## src/rtl/if_fetch_unit.sv

```systemverilog
// -----------------------------------------------------------------------------
// if_fetch_unit
// Instruction fetch stage: owns the PC, issues one request at a time to a
// variable-latency instruction memory and hands address/instr/pc+4 packets to
// the IF/ID register. It honours hazard stalls and branch redirects, and raises
// the IF/ID flush when a redirect arrives.
//
// Ports
//   clk_i          clock, rising edge
//   rst_i          synchronous reset, active-low
//   stall_i        hazard stall, blocks the IF/ID load
//   redirect_i     branch/jump taken pulse
//   redirect_pc_i  redirect target (bits [1:0] ignored)
//   imem_req_o     request strobe (combinational)
//   imem_addr_o    request address (= PC register)
//   imem_rdata_i   instruction word
//   imem_rvalid_i  response valid
//   address_o      packet PC
//   instr_o        packet instruction
//   pc_add4_o      packet PC+4
//   ifid_write_o   IF/ID load enable (combinational)
//   flush_o        IF/ID flush (combinational, = redirect_i)
//   busy_o         a memory response is outstanding
// -----------------------------------------------------------------------------
module if_fetch_unit #(
  parameter logic [31:0] RESET_PC = 32'h0000_0000
) (
  input  logic        clk_i,
  input  logic        rst_i,
  input  logic        stall_i,
  input  logic        redirect_i,
  input  logic [31:0] redirect_pc_i,
  output logic        imem_req_o,
  output logic [31:0] imem_addr_o,
  input  logic [31:0] imem_rdata_i,
  input  logic        imem_rvalid_i,
  output logic [31:0] address_o,
  output logic [31:0] instr_o,
  output logic [31:0] pc_add4_o,
  output logic        ifid_write_o,
  output logic        flush_o,
  output logic        busy_o
);

  localparam int unsigned XLEN = 32;

  localparam logic [1:0] S_REQ  = 2'd0;
  localparam logic [1:0] S_WAIT = 2'd1;
  localparam logic [1:0] S_HOLD = 2'd2;
  localparam logic [1:0] S_DROP = 2'd3;

  localparam logic [XLEN-1:0] ALIGN_MASK = ~XLEN'(3);
  localparam logic [XLEN-1:0] PC_RESET   = RESET_PC & ALIGN_MASK;

  logic [1:0]      state_q, state_d;
  logic [XLEN-1:0] pc_q, pc_d;
  logic [XLEN-1:0] address_q, instr_q, pc_add4_q;
  logic [XLEN-1:0] pc_plus4;
  logic [XLEN-1:0] target_pc;
  logic            pkt_load;
  logic            req_c;
  logic            write_c;

  assign pc_plus4  = pc_q + XLEN'(4);
  assign target_pc = redirect_pc_i & ALIGN_MASK;

  // Next-state, next-PC and strobe decode.
  always_comb begin
    state_d  = state_q;
    pc_d     = pc_q;
    pkt_load = 1'b0;
    req_c    = 1'b0;
    write_c  = 1'b0;
    case (state_q)
      S_REQ: begin
        if (redirect_i) begin
          pc_d = target_pc;
        end else begin
          req_c   = 1'b1;
          state_d = S_WAIT;
        end
      end
      S_WAIT: begin
        if (redirect_i) begin
          pc_d    = target_pc;
          // Response already here: drop it now, otherwise drain it in S_DROP.
          state_d = imem_rvalid_i ? S_REQ : S_DROP;
        end else if (imem_rvalid_i) begin
          pkt_load = 1'b1;
          state_d  = S_HOLD;
        end
      end
      S_HOLD: begin
        if (redirect_i) begin
          pc_d    = target_pc;
          state_d = S_REQ;
        end else if (!stall_i) begin
          write_c = 1'b1;
          pc_d    = pc_plus4;
          state_d = S_REQ;
        end
      end
      S_DROP: begin
        if (redirect_i) begin
          pc_d = target_pc;
        end
        if (imem_rvalid_i) begin
          state_d = S_REQ;
        end
      end
    endcase
  end

  // State, PC and packet registers.
  always_ff @(posedge clk_i) begin
    if (!rst_i) begin
      state_q   <= S_REQ;
      pc_q      <= PC_RESET;
      address_q <= '0;
      instr_q   <= '0;
      pc_add4_q <= '0;
    end else begin
      state_q <= state_d;
      pc_q    <= pc_d;
      if (pkt_load) begin
        address_q <= pc_q;
        instr_q   <= imem_rdata_i;
        pc_add4_q <= pc_plus4;
      end
    end
  end

  // Strobes are suppressed while reset is held so nothing is issued or loaded.
  assign imem_req_o   = req_c & rst_i;
  assign ifid_write_o = write_c & rst_i;
  assign flush_o      = redirect_i;
  assign imem_addr_o  = pc_q;
  assign address_o    = address_q;
  assign instr_o      = instr_q;
  assign pc_add4_o    = pc_add4_q;
  assign busy_o       = (state_q == S_WAIT) || (state_q == S_DROP);

endmodule

```

## config.mk

```make
export PLATFORM = sky130hd
export DESIGN_NAME = if_fetch_unit
export DESIGN_NICKNAME = d
export VERILOG_FILES = /design/src/rtl/if_fetch_unit.sv
export SDC_FILE = /design/constraint.sdc
export NUM_CORES = 1
export LEC_CHECK = 0
export CORE_MARGIN = 4
export CORE_UTILIZATION = 48
export CTS_BUF_LIST = sky130_fd_sc_hd__clkbuf_16
export DETAILED_ROUTE_END_ITERATION = 12
export MAX_ROUTING_LAYER = met4
export PLACE_DENSITY_LB_ADDON = 0.08
export SYNTH_ARGS = -nofsm -noshare
export SYNTH_HDL_FRONTEND = slang
export SYNTH_SLANG_ARGS = --single-unit
```

## constraint.sdc

```tcl
create_clock -name clk_i -period 2.8 [get_ports clk_i]
set_input_delay 0.56 -clock clk_i [delete_from_list [all_inputs] [get_ports clk_i]]
set_output_delay 0.56 -clock clk_i [all_outputs]
set_load 0.05 [all_outputs]
```

# ---- Yosys cells after proc, flatten, opt, wreduce, memory -nomap -nowiden
# Cells that the tools add are included.
dict set report word_totals {
  in_bits 69
  register_bits 130
  wordCells 41
}
dict set report op_classes {
  mux 20
  eq_ne 8
  bitwise_logic 2
  n_reduce_logical 5
  addsub 1
}
# operator count
set ops {}
lappend ops {{32-bit two-way mux} 3}
lappend ops {{32-bit case mux with 2 select lines} 1}
lappend ops {{32-bit by 3-bit adder with 32-bit output (second input constant)} 1}
lappend ops {{2-bit two-way mux} 7}
lappend ops {{1-bit two-way mux} 8}
lappend ops {{2-bit case mux with 4 select lines} 1}
lappend ops {{3-bit != test (second input constant)} 2}
lappend ops {{2-bit equality test (second input constant)} 2}
lappend ops {{2-bit != test (second input constant)} 2}
lappend ops {{4-bit AND reduction} 1}
lappend ops {{3-bit OR reduction} 1}
lappend ops {{1-bit AND} 2}
lappend ops {{2-bit by 1-bit equality test with 1-bit output (second input constant)} 1}
lappend ops {{2-bit zero test} 1}
lappend ops {{2-bit by 1-bit != test with 1-bit output (second input constant)} 1}
lappend ops {{2-bit AND reduction} 1}
lappend ops {{1-bit logical OR} 1}

# ---- Depth between registers and ports, before layout
dict set report depth {
  depth_word 4
  ltp_mapped 7
  mapped_depth_nobuf 6
}

# ---- Least setup slack after synthesis
# Ideal clock, no wire load.
dict set report synth_timing {
  path_type {input to output}
  start {in redirect_i}
  end {out imem_req_o}
  arrival_time_ns 1.784
  path_stages 2
  t_required_ns 2.240
  setup_slack_ns 0.456
  n_path_buf 0
  path_cell_list {nand2b_1 nor3_1}
}
dict set report synth_via {
  elab_chain_cells 3
}
# element line_no
set synth_rtl {}
lappend synth_rtl {{from (decl)} 31} ;# input logic redirect_i,
lappend synth_rtl {{1-bit two-way mux} 76} ;# if (redirect_i) begin
lappend synth_rtl {{1-bit two-way mux} 74} ;# case (state_q)
lappend synth_rtl {{1-bit AND} 134} ;# assign imem_req_o = req_c & rst_i;
lappend synth_rtl {{to (decl)} 33} ;# output logic imem_req_o,
# No other way between the ends.

# ---- Worst setup path after layout
dict set report layout_timing {
  start {in redirect_i}
  end {out ifid_write_o}
}
dict set report layout_via {
  elab_chain_cells 3
}
# element line_no
set layout_rtl {}
lappend layout_rtl {{1-bit two-way mux} 94} ;# if (redirect_i) begin
lappend layout_rtl {{1-bit two-way mux} 74}
lappend layout_rtl {{1-bit AND} 135} ;# assign ifid_write_o = write_c & rst_i;
lappend layout_rtl {{to (decl)} 40} ;# output logic ifid_write_o,
# No other way between the ends.

==> reports/results.txt <==
Sw Pwr - 1240 µW
yosys warns - 0
Longest Clk Path Bufs - 2
GRT Total Usage - 0.263
global route hottest layer - met2
clk slew on worst S/H paths - 0.05 ns
FF+latch area - 2480 µm²
Internal - 3370 µW
vias in the first global route - 5342
CTS hold repair buffers - 0
Yosys reg bits - 124
Initial DRT Pass Iterations - 6
Core Rows - 38
DR vias/cell - 5.38
status - finished clean
Compound-Gate Fraction of Synth Area - 0.175
Worst setup EP type - primary output
crit-path max cell delay - 0.50 ns
layout cells sized above 1 - 0.0819
first-pass GRT wire length - 26700 µm
crit path cell chain - clkdlybuf4s50_1 > buf_4 > nor2_1 > nand2_1 > inv_1 > buf_12
Core ar. - 11000 µm²
Post-CTS Resized - 0
Clock Latency Late Sink - 0.42 ns
Tot Pwr - 4610 µW
TritonCTS clock tree - done
fillers - 841
main flop type after synthesis - dfxtp_1
Data required, critical path - 2.24 ns
max_slew headroom - 0.392
WL per Instance - 16.6 µm
Routed Antenna Nets - 0
I/O pin count - 201
Buf/Inv on CP - 4
initial antenna violation count - 0
Least-Margin Pin Slew - 0.912 ns
global-route met3 utilization - 0.0584
most frequent cells in the layout - clkdlybuf4s50_1, nand2_1, dfxtp_1
commonest non-fill, non-tap cell in the layout - clkdlybuf4s50_1
XOR/XNOR Fraction of Synth Area - 0.0720
slowest cell on the critical path - clkdlybuf4s50_1
Syn Area/Cell - 8.04 µm²
Post-synth EDFFs - 0
sw frac - 0.270
Post-Synth Simple-Gate Area - 0.233
drt total wl - 16700 µm
Achievable Freq - 390 MHz
# setup viols final - 0
Synth cell types - 57
Clock Power Share - 0.437
period utilization - 0.915
Port Buffer Count - 192
Final Skew - 0.00640 ns
Hold Path Class - reg -> reg
Clock Sinks - 124
M2 GR Usage - 0.425
final non-filler cell total - 1007
placed cells - 976
Post-DP HPWL - 11700 µm
placer congestion estimate - 0.838
P&R area growth vs syn - 47.9%
Leakage - 0.00287 µW
Crit Path Max Fanout - 13
GR Layer Usage met1 - 0.325
Async SR Flop Fraction - 0
clock root buffer master - clkbuf_16
diode count - 0
final setup TNS - 0 ns
Starting Density - 0.498
register area share after synthesis - 0.454
maxcap violations - 0
CTS buffer count - 17
power per cell area - 570 nW/µm²
Adder-Cell Fraction of Synth Area - 0.00229
register share of total power - 0.414
H-tree depth - 4
initial DRC count - 366
Top delay family on crit path - buffers and inverters
largest net degree at the start of global routing - 83
CP Class - in -> out
Slew Limit Fails - 0
fin crit period - 2.56 ns
unrepaired setup endpoints after global routing - no
die area - 13200 µm²
largest family of logic cells by synthesized area - simple AND/OR/NAND/NOR gates
Gate Count Post-Synth - 680
drc violations - 0
CP startpoint kind - input port
grt ovf - 0
multiplexer area fraction after synthesis - 0.00572
Gate power share - 0.149
post-CTS setup buffers - 0
multi-input logic area - 2710 µm²
Die Wd - 115 µm
DR vias - 5417
cell area after synthesis - 5470 µm²
WP data arrival - 2.00 ns
# nets final - 925
Worst VDD drop - 416 µV
Die Y - 115 µm
final hold violation count - 0
-- metrics by stage --
step | util | hold WS [ns] | worst slack, ns | area (µm²)
floorplan | - | 0.503 | 0.456 | 5490
global placement | 0.688 | 0.442 | 0.318 | 7550
detailed placement | 0.688 | 0.446 | 0.254 | 7550
CTS | 0.737 | 0.453 | 0.253 | 8090
global route | 0.737 | 0.470 | 0.170 | 8090
finish | 0.737 | 0.451 | 0.238 | 8090
-- sequential cells by signal, indices dropped and copies added, names as in the netlist --
name         count
instr_o         32
address_o       30
imem_addr_o     30
pc_add4_o       30
state_q          2
-- power groups by stage --
stage | Clock, µW | Sequential (µW) | Combinational [µW]
floorplan | 0 | 2110 | 233
global placement | 0 | 1940 | 676
detailed placement | 0 | 1940 | 684
CTS | 2030 | 1910 | 689
global route | 2110 | 1920 | 727
finish | 2020 | 1910 | 687
-- Yosys cell counts (all sizes together), types with 2 or more instances --
master,n,area [µm²]
a211oi,9,77.6
a21o,2,15.0
a21oi,99,495
and2,5,31.3
and3,9,56.3
buf,27,148
clkbuf,38,144
dfxtp,124,2480
inv,4,15.0
mux2i,2,20.0
nand2,158,596
nand2b,4,25.0
nand3,24,138
nand4,14,121
nor2,28,105
nor3,10,65.1
nor3b,2,20.0
nor4,5,82.6
o211ai,2,15.0
o21ai,44,220
o311ai,3,26.3
o31a,2,17.5
or3,2,12.5
xnor2,14,123
xor2,31,272
-- area by class of cell --
type	count	area share
multi-input combinational	491	0.335
sequential	124	0.307
timing repair buffer	216	0.268
clock buffer	17	0.0526
tap	140	0.0217
clock inverter	14	0.0139
inverter	5	0.00232
-- layer usage --
| metal | wire length (µm) | part of all wire | vias up |
|---|---|---|---|
| li1 | - | - | 2640 |
| met5 | 0 | 0 | - |
| met3 | 1240 | 0.074 | 25 |
| met4 | 267 | 0.016 | 0 |
| met1 | 7080 | 0.42 | 2533 |
| met2 | 8110 | 0.49 | 219 |
-- cells by family after synthesis --
family                     Yosys count
AOI/OAI and AO/OA                  172
xor gates and xnor gates            45
adders and majority gates            1
buffers and inverters               70
DFF                                124
muxes                                3
other                                1
and+or+nand+nor                    264
-- worst reg2reg max path: cells and delay by family, from the launching register on --
family | cells | cell delay (ns)
DFF | 1 | 0.33
AOI/OAI and AO/OA | 1 | 0.07
adders and majority gates | 1 | 0.27
and+or+nand+nor | 3 | 0.88
buffers and inverters | 1 | 0.27
muxes | 1 | 0.19
-- worst paths after layout --
kind | start | endpoint | slack (ns) | cells past startpoint
worst min-delay path | instr_o[10] | instr_o[10] | 0.45 | 2
worst min register to register | instr_o[10] | instr_o[10] | 0.45 | 2
worst max-delay path | redirect_i | ifid_write_o | 0.24 | 6
worst max register to register | imem_addr_o[2] | imem_addr_o[16] | 0.64 | 7
(Power assumes the default switching activity.)
==> patch (config.mk and constraints unchanged) <==
Reset style: asynchronous (`rst_i`), changed in one clocked block. Comments in the files are not updated.
--- a/src/rtl/if_fetch_unit.sv
+++ b/src/rtl/if_fetch_unit.sv
@@ -112,7 +112,7 @@
   end
 
   // State, PC and packet registers.
-  always_ff @(posedge clk_i) begin
+  always_ff @(posedge clk_i or negedge rst_i) begin
     if (!rst_i) begin
       state_q   <= S_REQ;
       pc_q      <= PC_RESET;
Formal check against the unedited RTL: differs if rst_i is asserted again (counterexample within 4 cycles, from zero or initial values and one cycle with rst_i low); with rst_i held inactive, the same outputs for 4 cycles.
==> patch against the original RTL <==
  * Routed wire length shrank 4.7%
  * Core utilization shrank 0.80 points
  * Synthesized area up 5.2%
  * Setup slack improved by 53 ps
  * First-iteration DRC count is 16% lower
  * Highest routed layer unchanged
  * Final area grew 4.2%
  * Sequential cell count is the same
  * Fmax is 2.1% higher
  * Largest cell class is now flip-flops and latches
  * Hold slack better by 21 ps
Power is not compared: it rests on default switching activity, and its combinational part moved more than twofold at a synthesized area within 25%.
==> patch: results (changes against the original RTL) <==
The run finished with clean final reports. Commonest cells in the netlist: sky130_fd_sc_hd__nand2_1, sky130_fd_sc_hd__dfrtp_1, sky130_fd_sc_hd__o21ai_0 (was sky130_fd_sc_hd__nand2_1, sky130_fd_sc_hd__dfxtp_1, sky130_fd_sc_hd__a21oi_1). The number of nets in the layout was 897 (was 925).

The mux cell area share after synthesis was 0.391% (was 0.572%). Data arrival time of the critical path: 1950 ps (was 2000 ps). The count of different cell masters after synthesis is 44 (was 57), and the delay of the slowest cell on the worst path is 480 ps (was 500 ps). The total length of routed met2 wires was 7.69 mm (was 8.11 mm). The post-route clock skew came out at 6.73 ps (was 6.40 ps). The tools report the routed length on met3 as 1.07 mm (was 1.24 mm). The critical path launch point was stall_i (was redirect_i). The commonest register cell after synthesis was sky130_fd_sc_hd__dfrtp_1 (was sky130_fd_sc_hd__dfxtp_1).

The largest net degree at the start of global routing is 109 (was 83), and the met3 global-route usage is 6.58% (was 5.84%). The total length of routed wires was 15.9 mm (was 16.7 mm); the met1 global-route usage was 31.2% (was 32.5%). The detailed-route wire length on metal 1 was 6.85 mm (was 7.08 mm). Terminus of the critical flop-to-flop path: imem_addr_o[30] (was imem_addr_o[16]).

Total routing usage reported by global routing: 24.6% (was 26.3%). The hold slack is 472 ps (was 451 ps), and the worst slack at placement is 276 ps (was 254 ps). For the routability congestion estimate from global placement, the log shows 0.834 (was 0.838).

The worst reg-to-reg path cell count is 6 (was 7). The tools report the setup slack of the worst register-to-register path as 450 ps (was 640 ps). The cell class contributing the biggest share of worst-path delay was simple AND/OR/NAND/NOR gates (was buffers and inverters).

The maximum fanout count along the critical path works out to 3 (was 13). The layout overhead on the synthesized area is 46.4% (was 47.9%), and the first-pass GRT wire length is 26.7 mm (about the same). The tools report the total number of vias as 5020 (was 5417). The maximum frequency from static timing analysis is 398 MHz (was 390 MHz), and the HPWL reported at the end of detailed placement is 11.4 mm (was 11.7 mm). The post-placement cell count came out at 950 (was 976). For the power consumption, the log shows 0.0103 W. The via count of the first global-routing pass was 5210 (was 5342).
patch: cell count changes after synthesis, moves of 7 or more:
cell	delta
sky130_fd_sc_hd__a211oi_1	-7
sky130_fd_sc_hd__xnor2_1	+8
sky130_fd_sc_hd__dfxtp_1	-124
sky130_fd_sc_hd__buf_1	-7
sky130_fd_sc_hd__dfrtp_1	+124
sky130_fd_sc_hd__a21oi_1	-95
sky130_fd_sc_hd__nand2_1	+98
sky130_fd_sc_hd__o21ai_0	+10
sky130_fd_sc_hd__nor2_1	-11
patch: final cells by class:
class / instances / area share (%)
sequential: 124 / 36.8
tap: 143 / 2.12
clock inverter: 14 / 1.92
clock buffer: 17 / 5.05
timing repair buffer: 210 / 25.2
multi-input combinational: 472 / 28.8
inverter: 2 / 0.0891
patch: repair_timing:
action                                  4_1_cts  5_1_grt
endpoints found under the hold margin        16        0
endpoints found under the setup margin        0        0
hold buffers                                  1        0
